===== config.mk =====
export PLATFORM = sky130hd
export DESIGN_NAME = ram_16x8
export DESIGN_NICKNAME = d
export VERILOG_FILES = /design/src/rtl/ram_16x8.sv
export SDC_FILE = /design/constraint.sdc
export NUM_CORES = 1
export LEC_CHECK = 0
export CAP_MARGIN = 30
export CORE_MARGIN = 5
export CORE_UTILIZATION = 40
export DETAILED_ROUTE_END_ITERATION = 6
export PLACE_DENSITY = 0.65
export RECOVER_POWER = 25
export SKIP_LAST_GASP = 1
export SLEW_MARGIN = 20
export SYNTH_ARGS = -nofsm -noshare
export SYNTH_HDL_FRONTEND = slang
export SYNTH_SLANG_ARGS = --single-unit

===== constraint.sdc =====
create_clock -name clk -period 4 [get_ports clk]
set_input_delay 1.2 -clock clk [delete_from_list [all_inputs] [get_ports clk]]
set_output_delay 1.2 -clock clk [all_outputs]
set_load 0.05 [all_outputs]

===== src/rtl/ram_16x8.sv =====
`default_nettype none
// ============================================================================
// Module      : ram_16x8
// Description : 16x8 program/data RAM with registered read port and a
//               valid/ready sequential loader that fills all locations.
// Revision    : 1.0 - initial release
// ============================================================================
module ram_16x8 #(
    parameter int DATA_W = 8,
    parameter int ADDR_W = 4
) (
    input  logic              clk,
    input  logic              rst,
    input  logic [ADDR_W-1:0] addr,
    input  logic              RAM_in,
    input  logic              RAM_out,
    input  logic [DATA_W-1:0] data_in,
    output logic [DATA_W-1:0] data_out,
    output logic              out_valid,
    input  logic              prog_mode,
    input  logic              prog_valid,
    input  logic [DATA_W-1:0] prog_data,
    output logic              prog_ready,
    output logic              prog_done
);

    localparam int              c_DEPTH    = 1 << ADDR_W;
    localparam logic [ADDR_W-1:0] c_PTR_LAST = {ADDR_W{1'b1}};

    localparam logic [1:0] c_S_IDLE = 2'd0;
    localparam logic [1:0] c_S_LOAD = 2'd1;
    localparam logic [1:0] c_S_DONE = 2'd2;

    logic [1:0]        r_state;
    logic [1:0]        w_next_state;
    logic [ADDR_W-1:0] r_ptr;
    logic              w_load_wr;
    logic              w_run;
    logic [DATA_W-1:0] r_mem [c_DEPTH];
    logic [DATA_W-1:0] r_data_out;
    logic              r_out_valid;
    logic              r_prog_ready;
    logic              r_prog_done;

    assign w_run = (r_state == c_S_IDLE);

    // Dropping prog_mode wins over an offered byte in the same cycle.
    always_comb begin
        w_next_state = r_state;
        w_load_wr    = 1'b0;
        case (r_state)
            c_S_IDLE: begin
                if (prog_mode) w_next_state = c_S_LOAD;
            end
            c_S_LOAD: begin
                if (!prog_mode) begin
                    w_next_state = c_S_IDLE;
                end else if (prog_valid) begin
                    w_load_wr = 1'b1;
                    if (r_ptr == c_PTR_LAST) w_next_state = c_S_DONE;
                end
            end
            c_S_DONE: begin
                if (!prog_mode) w_next_state = c_S_IDLE;
            end
            default: w_next_state = c_S_IDLE;
        endcase
    end

    always_ff @(posedge clk) begin
        if (rst) begin
            r_state      <= c_S_IDLE;
            r_ptr        <= '0;
            r_prog_ready <= 1'b0;
            r_prog_done  <= 1'b0;
            r_data_out   <= '0;
            r_out_valid  <= 1'b0;
            for (int i = 0; i < c_DEPTH; i++) r_mem[i] <= '0;
        end else begin
            r_state      <= w_next_state;
            r_prog_ready <= (w_next_state == c_S_LOAD);
            r_prog_done  <= (w_next_state == c_S_DONE);

            if (w_run && prog_mode) r_ptr <= '0;
            else if (w_load_wr)     r_ptr <= r_ptr + 1'b1;

            // Read samples the array before this edge's write lands.
            r_out_valid <= w_run && RAM_out;
            if (w_run && RAM_out) r_data_out <= r_mem[addr];

            if (w_load_wr)           r_mem[r_ptr] <= prog_data;
            else if (w_run && RAM_in) r_mem[addr]  <= data_in;
        end
    end

    assign data_out   = r_data_out;
    assign out_valid  = r_out_valid;
    assign prog_ready = r_prog_ready;
    assign prog_done  = r_prog_done;

endmodule
`default_nettype wire


==> results of run 1 <==
synth_stat cells, types with 3 or more instances:
library cell	n	area [um^2]
o21ai_0	21	105.1
nor3_2	59	590.6
edfxtp_1	128	3844
dfxtp_1	17	340.3
buf_6	23	259.0
nand3_1	4	20.02
and3_1	3	18.77
nand2_1	8	30.03
nand2b_1	9	56.30
o211ai_1	3	22.52
buf_2	15	75.07
a22oi_1	5	37.54
nor2_1	6	22.52
buf_4	4	30.03
o2111ai_1	3	26.28
nor3_1	69	345.3
nand3_4	4	70.07
clkbuf_1	7	26.28
mux2i_1	36	360.4
a32oi_1	5	43.79
mux4_2	24	540.5
cell families (layout without fill, tap and decap cells):
group | count (synthesis) | after routing | share of synthesized area (%)
mux | 63 | 63 | 13.23
fa+ha+maj | 1 | 1 | 0.1766
buf+inv | 53 | 113 | 5.723
compound gates | 43 | 43 | 4.115
simple gates | 170 | 170 | 17.33
xor+xnor | 3 | 3 | 0.3710
flops | 145 | 145 | 59.06
flip-flops by register name, indices dropped and copies added (netlist names):
signal,flops
r_ptr,4
out_valid,1
data_out,8
prog_ready,1
r_state,2
prog_done,1
r_mem,128
through the flow:
step | worst slack (ps) | instance area, um^2 | cells | power, uW | hold slack [ps]
6_report | 358.8 | 8177 | 763 | 3615 | 471.6
5_1_grt | 222.8 | 8177 | 763 | 3721 | 512.9
4_1_cts | 503.1 | 8258 | 763 | 3641 | 484.4
3_5_place_dp | 77.38 | 7701 | 733 | 2118 | 471.3
3_3_place_gp | 143.6 | 7696 | 732 | 2109 | 459.4
2_1_floorplan | 407.6 | 7084 | 478 | 1973 | 491.8
layout make-up:
cell class	count	area (um^2)
Fill cell	1485	9180
Timing Repair Buffer	81	676.9
Tap cell	225	281.5
Multi-Input combinational cell	280	2470
Clock buffer	21	440.4
Inverter	2	7.507
Clock inverter	9	116.4
Sequential cell	145	4184
worst min-delay path by stage:
stage	slack, ps	cells after the start	from	to
6_report	470	2	data_out[1]	data_out[1]
5_1_grt	510	2	data_out[6]	data_out[6]
4_1_cts	480	2	data_out[1]	data_out[1]
3_5_place_dp	470	2	data_out[1]	data_out[1]
3_3_place_gp	460	2	data_out[4]	data_out[4]
2_1_floorplan	490	2	r_ptr[3]	r_ptr[3]
report_power, final:
part           total [uW]  internal (uW)  leakage, uW  switching, uW
clock network        1540            963     0.000273            573
registers            1730           1700      0.00147           22.9
logic                 354            130     0.000931            224
metal layers:
layer / vias to the layer above / share of wire, % / GRT usage [%] / routed length [um]
met4: 2 / 1.7 / 5.903 / 280
met5: - / 0.077 / 0 / 13
met2: 156 / 49 / 27.74 / 8311
met1: 2203 / 42 / 23.00 / 7143
li1: 1964 / - / - / -
met3: 21 / 6.5 / 4.555 / 1098
critical path, delay by kind of cell:
kind	cells	cell delay (ps)
mux	1	360
simple gates	3	930
buf+inv	2	1280
==> reports/metrics.csv, run 1 <==
metric;value;unit
rows;48;
r2r_start;r_state[1];
drtPass1Iterations;5;
period_minus_slack;3641;ps
yosysUniqueCellTypes;40;
yosysSeqAreaShare;59.06;%
power.density;442.1;nW/um^2
wire_per_inst;22.08;um
reg2reg_slack;1210;ps
drt_iter0_markers;410;
wirelength;16.85;mm
dp_hpwl;10.94;mm
overflow;0;
status;completed;
n_antenna_cell;0;
r2r_end;r_mem[4][2];
power.leakage;0.002670;uW
gp_congestion;0.7860;
max-cap-violations;0;
die_w;143.1;um
cts.sink_count;145;
critical_path_class;in2reg;
die_y;143.1;um
synth_top_flop_cell;edfxtp_1;
drc;0;
start_util;40.82;%
fmax;274.6;MHz
finClkSkew;5.933;ps
tns;0;ps
grt_pass1_wl;26.29;mm
drv_slew;0;
post_cts_buffers;0;
r2r_cells;5;
hold_violations;0;
cp_slowest_cell;clkbuf_1;
final_util;47.11;%
via_count;4346;
numCtsBuffers;17;
grt_pass1_vias;4584;
grt_max_degree;42;
slew_headroom;35.96;%
startpoint;rst;
worstPathMaxFanout;19;
end_kind;register;
worstPathCellList;dlygate4sd3_1, nor4b_4, mux2i_1, nand2b_1, clkbuf_1, nor3_1;
drive_gt1_share;27.88;%
avgSynthCellArea;14.82;um^2
htree_levels;4;
synthesis.nets;505;
cts_tree;built;
nets;554;
synth-edff-count;128;
hp-class;reg2reg;
clkSlewWorstSetupHoldPaths;60;ps
crit_required;4120;ps
ios;37;
detail_route.vias_per_cell;5.696;
async_flop_share;0;%
ir_worst_vdd;0.0003043;V
layout_common_cells;edfxtp_1 (128), nor3_1 (80), nor3_2 (48), buf_4 (36), mux2i_1 (28);
grt_setup_unrepaired;false;
track_usage;17.32;%
syn2layout_area_growth;15.42;%
cp_slowest_stage_delay;690;ps
cp.arrival;3770;ps
drtAntennaViolNets;0;
finalSetupViolations;0;
dieArea;20470;um^2
antenna_found_initial;1;
ys_ff_latch;145;
io_buffers;36;
syn-instance-count;478;
clk_latency;420;ps
tightest_slew;960.6;ps
core_region_area;17360;um^2
clk_path_buf_depth;2;
hold_buffers;0;
start_kind;input pin;
endpoint;r_mem[4][2];
root_buffer;clkbuf_16;
cts-resized-gates;0;
netlist_area;7084;um^2
synth_warnings;0;
finalCritPeriodShare;91.03;%
mostFrequentLayoutCell;edfxtp_1;
(Power assumes the default switching activity.)
==> run 2: changes to the inputs <==
- HOLD_SLACK_MARGIN: default -> 0.15
==> results of run 2 <==
Same layout as run 1: the final DEF is identical, and so are final timing and power.
==> run 3: changes to the inputs <==
- SKIP_LAST_GASP: 1 -> default
==> results of run 3 <==
Same layout as run 1: the final DEF is identical, and so are final timing and power.
==> edit, RTL diff (config.mk and constraints of run 2) <==
Register the input `prog_mode` before use, with the module's reset. The logic sees it one clock later. The other inputs are not delayed to match. Comments in the files are not updated.
--- a/src/rtl/ram_16x8.sv
+++ b/src/rtl/ram_16x8.sv
@@ -33,2 +33,12 @@
 
+    logic prog_mode_q;
+
+    always_ff @(posedge clk) begin
+        if (rst) begin
+            prog_mode_q <= '0;
+        end else begin
+            prog_mode_q <= prog_mode;
+        end
+    end
+
     logic [1:0]        r_state;
@@ -52,6 +62,6 @@
             c_S_IDLE: begin
-                if (prog_mode) w_next_state = c_S_LOAD;
+                if (prog_mode_q) w_next_state = c_S_LOAD;
             end
             c_S_LOAD: begin
-                if (!prog_mode) begin
+                if (!prog_mode_q) begin
                     w_next_state = c_S_IDLE;
@@ -63,3 +73,3 @@
             c_S_DONE: begin
-                if (!prog_mode) w_next_state = c_S_IDLE;
+                if (!prog_mode_q) w_next_state = c_S_IDLE;
             end
@@ -83,3 +93,3 @@
 
-            if (w_run && prog_mode) r_ptr <= '0;
+            if (w_run && prog_mode_q) r_ptr <= '0;
             else if (w_load_wr)     r_ptr <= r_ptr + 1'b1;
Formal check against the unedited RTL: not equivalent (a bounded check fails within 4 cycles, from zero or initial values and one cycle with rst high).
==> edit against run 2 <==
Sequential cell count is 1 higher; routed wire length fell by 6.0%; clock power grew 12%; synthesized area decreased by 6.2%; total power rose by 4.7%; worst setup slack gained 0.11 ns; utilization grew 1.4 points; design area fell by 2.3%.
==> edit: results (changes against run 2) <==
stage,metric,value,unit,change
run_status,outcome,finished clean,,
timing,setup_slack,0.472,ns,+0.113 ns
routing,met1_length,6920,um,-3.1%
routing,top_layer_used,met4,,
worst_setup_path,cp_slowest_cell,dlygate4sd3_1,,
cells_and_area,top_register,r_mem,,
timing,max_slew_margin,44.1,%,+8.1 points
worst_setup_path,cp_data_arrival_time,3.68,ns,-0.09 ns
global_route,grt_use_met2,26.4,%,-1.3 points
cells_and_area,syn2layout_area_growth,20.3,%,
global_route,grt_max_degree,37,,-12%
synthesis,yosys-top-cells-area,"edfxtp_1 (58%), nor3_1 (9.4%), mux4_2 (8.1%)",,
placed_design,place_hpwl,10500,um,-3.9%
placed_design,dp_cells,728,,-0.68%
power,peakVddDrop,0.303,mV,-0.47%
worst_setup_path,rr_worst_depth,5,,unchanged
placed_design,dpl_worst_slack,0.326,ns,+0.249 ns
synthesis,synthAdderAreaFrac,0.188,%,+0.012 points
worst_setup_path,r2r_slack,1.34,ns,+0.13 ns
power,comb-power,0.337,mW,-5%
synthesis,synth_xor_area_share,0.395,%,+0.025 points
synthesis,synth_nets,505,,unchanged
power,pg_clk,1.72,mW,+12%
worst_setup_path,crit_end,r_mem[11][3],,
synthesis,synth_mux_area_share,14.0,%,+0.82 points
global_route,grt_pass1_wl,25000,um,-4.8%
synthesis,ys_seq_area_share,63.3,%,+4.2 points
global_route,met3_usage,4.62,%,+0.066 points
cells_and_area,fillers,1453,,-2.2%
routing,wl_met2,7520,um,-9.6%
worst_setup_path,max_stage_delay,0.59,ns,-0.10 ns
synthesis,synth_warnings,0,,unchanged
power,combPwrFrac,8.9,%,-0.9 points
synthesis,postSynthAreaPerCell,13.9,um^2,-6.2%
routing,met3WireLength,1160,um,+5.9%
cells_and_area,diodes,0,,unchanged
power,p_leak,2.77,nW,+3.6%
global_route,grt_usage,16.9,%,-0.40 points
clock_tree,clk_path_buf_depth,2,,unchanged
global_route,antenna_found_initial,0,,-1
placed_design,placed_area,7390,um^2,-4.0%
clock_tree,clk_latency,0.42,ns,about the same
synthesis,synth_edf_count,128,,unchanged
routing,vias,4291,,-1.3%
routing,wl_per_cell,20.8,um,-5.7%
worst_setup_path,path_max_fanout,20,,+1
routing,drt_iter0_drc,450,,+9.8%
placed_design,portBuffers,36,,unchanged
global_route,grt_pass1_vias,4388,,-4.3%
synthesis,netlist_top_cells_count,"edfxtp_1 (128), nor3_1 (125), mux2i_1 (37)",,
routing,drt-vias-per-instance,5.65,,-0.88%
power,intPower,2.94,mW,+5.2%
cells_and_area,layout-drive-gt1-share,19.6,%,-8.3 points
placed_design,routabilityCongestion,0.844,,+7.3%
synthesis,synth_cell_type_count,37,,-7.5%
timing,fin_skew,0.00495,ns,-0.000981 ns
global_route,use_met1,23.5,%,+0.47 points
synthesis,synth-compound-area-share,4.50,%,+0.39 points
clock_tree,cts_buffers,17,,unchanged
[edit: how the worst min path moves through the flow]
| stage | from | endpoint | slack (ns) | depth (start not counted) |
|---|---|---|---|---|
| 2_1_floorplan | prog_mode_q | prog_done | 0.48 | 2 |
| 3_3_place_gp | data_out[6] | data_out[6] | 0.45 | 2 |
| 3_5_place_dp | data_out[4] | data_out[4] | 0.46 | 2 |
| 4_1_cts | data_out[4] | data_out[4] | 0.47 | 2 |
| 5_1_grt | data_out[6] | data_out[6] | 0.50 | 2 |
| 6_report | data_out[4] | data_out[4] | 0.46 | 2 |
[edit: area by class of cell]
type / instances / share of cell area (%)
Clock inverter: 14 / 2.63
Multi-Input combinational cell: 277 / 26.9
Clock buffer: 18 / 5.37
Inverter: 2 / 0.0939
Sequential cell: 146 / 52.6
Tap cell: 220 / 3.44
Timing Repair Buffer: 83 / 8.96
[edit: worst min-delay path, stage by stage (launching register included)]
cell and delay, ns:
dfxtp_1 0.32, a32oi_1 0.05, o21ai_0 0.06
